File: src/rtl/hrm_pkg.sv
// Types and constants shared by the HRM CPU datapath, inbox and outbox.
package hrm_pkg;

    // Width of one HRM machine word. Words are signed two's complement.
    localparam int DATA_W = 12;

    // Signed word type carried between the datapath and the I/O buffers.
    typedef logic signed [DATA_W-1:0] hrm_word_t;

    // Extremes of the signed word range.
    localparam hrm_word_t HRM_WORD_MAX = hrm_word_t'(12'sh7FF);
    localparam hrm_word_t HRM_WORD_MIN = hrm_word_t'(12'sh800);

endpackage

File: src/rtl/outbox_mem.sv
// Storage array for the outbox FIFO: one synchronous write port and one
// asynchronous read port. The array is not reset, so a word only has
// meaning once it has been written.
module outbox_mem #(
    parameter int LENGTH = 8,
    parameter int DATA_W = hrm_pkg::DATA_W
) (
    input  logic                      clk,
    input  logic                      i_we,
    input  logic [$clog2(LENGTH)-1:0] i_waddr,
    input  logic [DATA_W-1:0]         i_wdata,
    input  logic [$clog2(LENGTH)-1:0] i_raddr,
    output logic [DATA_W-1:0]         o_rdata
);

    logic [DATA_W-1:0] r_mem [LENGTH];

    // Write the addressed entry on the rising edge when enabled.
    always_ff @(posedge clk) begin
        if (i_we) begin
            r_mem[i_waddr] <= i_wdata;
        end
    end

    // Asynchronous read gives first-word fall-through at the top level.
    assign o_rdata = r_mem[i_raddr];

endmodule

File: src/rtl/outbox.sv
// Outbox: output-side FIFO of the HRM CPU. The control unit pushes the
// value of R on each OUTBOX instruction; a downstream consumer drains the
// entries in order.
//
// Handshake: o_valid/o_data are driven from registers only. Once o_valid
// is 1, o_valid and o_data hold until the entry is popped (o_valid &&
// o_ready at a rising edge) or the FIFO is cleared/reset; they never
// depend on o_ready. A push is accepted only when full was 0 in that
// cycle; a push while full is dropped and sets the sticky overflow flag.
module outbox #(
    parameter int LENGTH = 8,
    parameter int DATA_W = hrm_pkg::DATA_W
) (
    input  logic                         clk,
    input  logic                         rst,
    input  logic                         wOut,
    input  logic signed [DATA_W-1:0]     data_in,
    input  logic                         clear,
    output logic                         full,
    output logic [$clog2(LENGTH+1)-1:0]  count,
    output logic                         overflow,
    output logic                         o_valid,
    input  logic                         o_ready,
    output logic signed [DATA_W-1:0]     o_data
);

    localparam int AW = $clog2(LENGTH);
    localparam int CW = $clog2(LENGTH + 1);
    localparam logic [CW-1:0] FULL_COUNT = CW'(LENGTH);

    // Pointer wrap relies on natural overflow, so depth must be 2^n.
    if (LENGTH < 2 || (LENGTH & (LENGTH - 1)) != 0) begin : g_bad_length
        $error("outbox: LENGTH must be a power of two and at least 2");
    end

    logic [AW-1:0]     r_wp;
    logic [AW-1:0]     r_rp;
    logic [CW-1:0]     r_count;
    logic              r_overflow;

    logic              w_full;
    logic              w_valid;
    logic              w_push;
    logic              w_pop;
    logic              w_we;
    logic [DATA_W-1:0] w_rdata;

    // Status derived from the registered count only.
    assign w_full  = (r_count == FULL_COUNT);
    assign w_valid = (r_count != '0);

    // Push uses this cycle's registered full, so a pop in the same cycle
    // does not make room for it.
    assign w_push = wOut && !w_full;
    assign w_pop  = w_valid && o_ready;

    // Clear wins over a push in the same cycle: nothing is written.
    assign w_we = w_push && !clear;

    outbox_mem #(
        .LENGTH (LENGTH),
        .DATA_W (DATA_W)
    ) u_mem (
        .clk     (clk),
        .i_we    (w_we),
        .i_waddr (r_wp),
        .i_wdata (data_in),
        .i_raddr (r_rp),
        .o_rdata (w_rdata)
    );

    // Pointers, occupancy and sticky overflow; clear flushes everything
    // except the array contents.
    always_ff @(posedge clk or posedge rst) begin
        if (rst) begin
            r_wp       <= '0;
            r_rp       <= '0;
            r_count    <= '0;
            r_overflow <= 1'b0;
        end else if (clear) begin
            r_wp       <= '0;
            r_rp       <= '0;
            r_count    <= '0;
            r_overflow <= 1'b0;
        end else begin
            if (w_push) begin
                r_wp <= r_wp + 1'b1;
            end
            if (w_pop) begin
                r_rp <= r_rp + 1'b1;
            end
            if (w_push && !w_pop) begin
                r_count <= r_count + 1'b1;
            end else if (w_pop && !w_push) begin
                r_count <= r_count - 1'b1;
            end
            if (wOut && w_full) begin
                r_overflow <= 1'b1;
            end
        end
    end

    assign full     = w_full;
    assign count    = r_count;
    assign overflow = r_overflow;
    assign o_valid  = w_valid;
    assign o_data   = w_rdata;

endmodule

File: config.mk
export PLATFORM = sky130hd
export DESIGN_NAME = outbox
export DESIGN_NICKNAME = d
export VERILOG_FILES = /design/src/rtl/hrm_pkg.sv /design/src/rtl/outbox_mem.sv /design/src/rtl/outbox.sv
export SDC_FILE = /design/constraint.sdc
export NUM_CORES = 1
export LEC_CHECK = 0
export ABC_AREA = 0
export BUFFER_PORTS_ARGS = -buffer_cell sky130_fd_sc_hd__buf_2
export CORE_ASPECT_RATIO = 0.8
export CORE_MARGIN = 5
export CORE_UTILIZATION = 30
export CTS_CLUSTER_DIAMETER = 120
export DETAILED_ROUTE_END_ITERATION = 16
export GPL_ROUTABILITY_DRIVEN = 0
export SLEW_MARGIN = 20
export SYNTH_ARGS = -nofsm -noshare
export SYNTH_HDL_FRONTEND = slang
export SYNTH_SLANG_ARGS = --single-unit
File: constraint.sdc
create_clock -name clk -period 3.3 [get_ports clk]
set_clock_uncertainty 0.05 [all_clocks]
set_input_delay 0.66 -clock clk [delete_from_list [all_inputs] [get_ports clk]]
set_output_delay 0.66 -clock clk [all_outputs]
set_load 0.03 [all_outputs]
== Word level (Yosys, flattened, before mapping) ==
Memories as Yosys holds them, arrays and structs flattened.
Index checks and enable logic that the tools add are counted.

* Logic and storage cells: 36
* Bits in writable memories: 96
* Memories: 1
* Output and inout bits: 19
* Input bits: 17
* Bits in registers: 11

{| class="wikitable"
|+ Memories
! name !! depth !! width !! read ports !! clocked after memory_dff !! wr ports !! RTL line !! source
|-
| u_mem.r_mem || 8 || 12 || 1 || 0 || 1 || outbox_mem.sv:16 || <nowiki>logic [DATA_W-1:0] r_mem [LENGTH];</nowiki>
|}

* Mux-type cells: 11
* Reductions and logical operators: 15
* Add/subtract/negate cells: 4
* Equality and inequality tests: 1

{| class="wikitable"
|+ Operators with widths
! kind !! count
|-
| $mux W3 || 4
|-
| $mux W4 || 3
|-
| $add A3 B1 Y3 const B || 2
|-
| $logic_and A1 B1 Y1 || 6
|-
| $reduce_bool A2 Y1 || 3
|-
| $add A4 B1 Y4 const B || 1
|-
| $eq A4 B4 Y1 const B || 1
|-
| $logic_not A1 Y1 || 4
|-
| $mux W1 || 4
|-
| $reduce_bool A4 Y1 || 1
|-
| $sub A4 B1 Y4 const B || 1
|-
| $reduce_bool A3 Y1 || 1
|}

== Depth between registers and ports, before layout ==
* Word-level depth: 8
* Depth in mapped cells: 10
* Depth with buffers taken out: 9

== By module ==
A second synthesis with hierarchy kept.

* Cell total of the unflattened synthesis: 222
* Area total of the unflattened synthesis: 4,451.8 sq um

{| class="wikitable"
|+ By module, submodules not included
! module !! cells an instance !! times used !! area each (sq um)
|-
| outbox_mem || 152 || 1 || 3,747.3
|-
| outbox || 70 || 1 || 704.4
|}

== Least setup slack after synthesis ==
OpenSTA, ideal clock, no wires.

* Path type: reg-to-reg
* From: register r_count[0], in the netlist count[0]
* To: register r_count[3], in the netlist count[3]
* Data required time: 3.146 ns
* Stages on the path, launching flop included: 11
* Clock period less this slack: 2.719 ns
* Setup slack: 0.581 ns
* Path buffers: 1
* Arrival time: 2.565 ns
* Cell sequence: dfrtp_1 > buf_6 > or4b_1 > inv_2 > nor3_4 > inv_1 > ha_1 > a21o_1 > a2111oi_0 > mux2i_1 > o311ai_1

* Word-level cells in the longest chain between the ends: 6

{| class="wikitable"
|+ Ends and longest elaborated chain
! element !! RTL line !! source
|-
| start, declared || outbox.sv:38 || <nowiki>logic [CW-1:0] r_count;</nowiki>
|-
| start signal, assigned || outbox.sv:93 || <nowiki>r_count <= r_count + 1'b1;</nowiki>
|-
| start signal, assigned || outbox.sv:95 || <nowiki>r_count <= r_count - 1'b1;</nowiki>
|-
| $eq A4 B4 Y1 (*) || outbox.sv:49 || <nowiki>assign w_full = (r_count == FULL_COUNT);</nowiki>
|-
| net full || outbox.sv:19 || <nowiki>output logic full,</nowiki>
|-
| $logic_not A1 Y1 (*) || outbox.sv:54 || <nowiki>assign w_push = wOut && !w_full;</nowiki>
|-
| $logic_and A1 B1 Y1 (*) || outbox.sv:54 ||
|-
| $logic_and A1 B1 Y1 / $logic_not A1 Y1 (equally long branches) || outbox.sv:92, outbox.sv:94 ||
|-
| $mux W4 / $logic_and A1 B1 Y1 (equally long branches) || outbox.sv:92, outbox.sv:94 ||
|-
| $mux W4 / $reduce_bool A3 Y1 (equally long branches) || -- ||
|}

The timed path passes the listed nets; every way through them passes the cells marked *. The select of a mux whose other input is x is not followed.
A chain may end at the register's enable or synchronous reset.

== Final worst setup path ==
* From: register r_rp[0]
* To: output port o_data[11]

* Word-level cells in the longest chain between the ends: 1

{| class="wikitable"
|+ Ends and longest elaborated chain
! element !! RTL line !! source
|-
| start, declared || outbox.sv:37 || <nowiki>logic [AW-1:0] r_rp;</nowiki>
|-
| start signal, assigned || outbox.sv:90 || <nowiki>r_rp <= r_rp + 1'b1;</nowiki>
|-
| $mem_v2 Z8 W12 || -- ||
|-
| end, declared || outbox.sv:24 || <nowiki>output logic signed [DATA_W-1:0] o_data</nowiki>
|}

No other way between the ends.

==> parameters.txt <==
Parameter                              Value

Run status
  Status ... finished, final reports clean

Critical path
  Capture instance of the worst register-to-register path ... count[3]
  Peak fanout along the critical path ... 26
  Reg-to-reg slack, setup ... approximately 620 ps
  WP data required ... 2590 ps
  Critical Path, Cell by Cell ... buf_12 -> mux4_2 -> mux2_2 -> buf_2
  Worst flop-to-flop path startpoint ... count[0]
  Endpoint arrival time on the critical path ... 2010 ps
  Worst reg2reg path depth ... 8
  Stage delay of the slowest cell on the critical path ... 560 ps
  Startpoint-to-endpoint class of the critical path ... reg -> out
  Critical path endpoint category ... primary output
  Slowest-stage cell, CP ... mux4_2
  CP startpoint kind ... register

Global routing
  Global Route met1 Usage ... 13.26%
  Antenna violations before repair ... 0
  Fraction of met3 tracks used by global routing ... 3.249%
  Maximum number of pins on one net before global-route repair ... 27
  Overall routing resource usage ... 10.24%
  Global-route wire length before repair ... 12,790 microns
  Overflow left after global routing ... 0
  Number of global-route vias before repair ... roughly 2,300
  Most crowded layer after global routing ... met2
  Global routing usage on met2 ... 16.61%

Power and ir drop
  Fraction of power consumed by sequential logic ... 43.2%
  Net switching power ... about 0.0011 W
  Switching Fraction ... 30.43%
  Areal power density over the cells ... 735.8 nW/um^2
  Part of the power in the clock network ... ~27%
  Combinational fraction of design power ... 29.4%
  Final Power ... between 0.003 and 0.004 W
  Reported leakage power ... 1.721 nW
  Worst vdd ir ... 0.3501 mV
  Internal power consumption ... 0.002611 W

Yosys
  Part of the Yosys area used for sequential elements ... 72.67%
  Post-Syn Area ... 4345 sq um
  Main area contributors after synthesis ... edfxtp_1, mux4_2, dfrtp_1, mux2_2, nor2_1
  Distinct cells, synth ... 31
  Area leader, netlist ... edfxtp_1
  Post-Syn Area per Cell ... between 15 and 20 sq um
  Warnings from Yosys ... 0
  Number of instances in the synthesized netlist ... 224
  Register bit total from synthesis ... 107
  Area share of the largest cell type after synthesis ... 66.34%
  Mapped Nets ... 246

Timing
  Count of final max-slew check failures ... 0
  Rel. slew slack ... between 50% and 60%
  Unrepaired setup endpoints after global routing ... no
  Minimum clock period ... 2721 ps
  Share of the clock period used by the worst path ... 82.45%
  Number of endpoints failing setup at the final stage ... 0
  Sum Neg Setup Slack ... 0 ps
  Max Clock Freq ... 367.6 MHz
  Final number of hold-violating endpoints ... 0
  Hold slack final ... 259.4 ps
  Actual slew at the worst max-slew pin ... 705.1 ps

Final layout
  Fillers ... ~1,300
  Area used by sequential logic in the layout ... 3158 sq um
  Most frequent cells in the layout ... edfxtp_1, buf_2, mux4_2, nor2_1, mux2_2
  Combined area of the multi-input logic cells ... 1126 sq um
  # nets final ... 293
  Antenna fix cells ... 0
  P&R area growth vs syn ... 17.36%
  Leading cell type in the layout, fill and taps excluded ... edfxtp_1
  Fraction of layout instances using a drive strength above 1 ... 36.59%
  Non-filler instance count after layout ... 460

Clock tree
  Root cell of the clock tree ... clkbuf_16
  Clock tree from TritonCTS ... built
  Total CTS buffers ... 9
  Buffer count from post-CTS setup fixing ... 0
  Post-cts resize count ... 0
  Buffer depth of the longest clock path ... 2
  Clock latency of the later-clocked register in the worst-skew pair ... approximately 330 ps
  Sinks on the clock net ... between 100 and 150
  Clock transition at path regs ... 70 ps
  Post-CTS Hold Fix Bufs ... 0
  CTS H-Tree Depth ... 3

Die
  Y dimension of the die ... about 120 microns
  I/O pin cnt ... 36
  Site row count ... 39
  Core area ... 14,250 sq um
  Effective utilization at floorplan ... between 30% and 40%
  Die area ... ~17,000 sq um
  Width of the chip ... approximately 140 microns

Placed design
  Post-DP HPWL ... 5279 microns
  Cell count after placement ... 444
  Number of port buffers ... 35

Routing
  First DRT Iteration DRCs ... 78
  Routed wire length ... 8217 microns
  Number of detailed-route iterations in the first pass ... 4
  Average wire per cell in the routed design ... 17.86 microns
  Final routed DRC violation total ... 0
  Vias post-DR ... 2,119
  Number of nets with antenna violations after detailed routing ... 0
  Detailed-route vias per instance ... ~4.6

Flow run
  Reported max-cap violation count ... 0

Worst hold path
  Class of the tightest hold or removal check ... in -> async
## final cells by class
class	count	share of cell area, %
Sequential cell	107	61.92
Tap cell	184	4.514
Multi-Input combinational cell	101	22.08
Inverter	6	0.4416
Clock buffer	9	4.416
Timing Repair Buffer	46	5.299
Clock inverter	7	1.325
## synthesized netlist by cell type
| library cell | number |
|---|---|
| edfxtp_1 | 96 |
| mux4_2 | 24 |
| nor2_1 | 14 |
| mux2_2 | 12 |
| dfrtp_1 | 11 |
| nand2_1 | 8 |
| a21oi_1 | 6 |
| clkbuf_1 | 6 |
| inv_1 | 5 |
| nand2b_1 | 5 |
| ha_1 | 4 |
| nor3_1 | 4 |
| buf_2 | 3 |
| xnor2_1 | 3 |
| xor2_1 | 3 |
| a211oi_1 | 2 |
| mux2i_1 | 2 |
| nand3_1 | 2 |
| or4b_1 | 2 |
| a2111oi_0 | 1 |
| a211oi_2 | 1 |
| a21o_1 | 1 |
| buf_6 | 1 |
| fa_1 | 1 |
| inv_2 | 1 |
| nor3_4 | 1 |
| o21ai_0 | 1 |
| o311a_1 | 1 |
| o311ai_1 | 1 |
| o41a_1 | 1 |
| o41ai_1 | 1 |
## stage by stage
step                instance area [sq um]  setup slack (ps)  util [%]
floorplan                            4345             580.9         -
global placement                     4807             738.9     33.74
detailed placement                   4807             660.0     33.74
CTS                                  5100             544.7     35.79
global route                         5100             433.4     35.79
finish                               5100             579.3     35.79
## cells by family (layout without fill, tap and decap cells)
| logic type | Yosys count | count (layout) | share of synthesized area [%] |
|---|---|---|---|
| buf+inv | 16 | 68 | 1.641 |
| mux | 38 | 38 | 16.01 |
| compound gates | 16 | 16 | 2.707 |
| flops | 107 | 107 | 72.67 |
| simple gates | 36 | 36 | 4.146 |
| xor+xnor | 6 | 6 | 1.210 |
| fa+ha+maj | 5 | 5 | 1.613 |
## worst max-delay path: cells and delay by family (launching register included)
kind / cells / cell delay, ps
buffers and inverters: 2 / 430
DFF: 1 / 380
muxes: 2 / 860
## sequential cells by signal, indices dropped and copies added (netlist names)
signal       flops
r_wp             3
u_mem.r_mem     96
r_rp             3
overflow         1
count            4
## how the worst max path moves through the flow
| stage | start | endpoint | slack (ps) | depth (start not counted) |
|---|---|---|---|---|
| floorplan | count[0] | count[3] | 580 | 10 |
| global placement | count[0] | count[3] | 740 | 8 |
| detailed placement | count[0] | count[3] | 660 | 8 |
| CTS | r_rp[0] | o_data[11] | 540 | 4 |
| global route | count[1] | count[3] | 430 | 8 |
| finish | r_rp[0] | o_data[11] | 580 | 4 |
## power groups by stage
stage	Combinational, W	Clock [W]	Sequential, W
2_1_floorplan	0.000811	0	0.00167
3_3_place_gp	0.00111	0	0.00164
3_5_place_dp	0.00113	0	0.00165
4_1_cts	0.00113	0.00106	0.00162
5_1_grt	0.00120	0.00112	0.00163
6_report	0.00110	0.00103	0.00162
## layer usage
| metal | up-vias | share of wire, % |
|---|---|---|
| met5 | - | 0 |
| met4 | 0 | 1.1 |
| met3 | 5 | 3.8 |
| met1 | 1082 | 45 |
| met2 | 43 | 50 |
| li1 | 989 | - |
No activity file was read; power rests on OpenSTA's default activity.
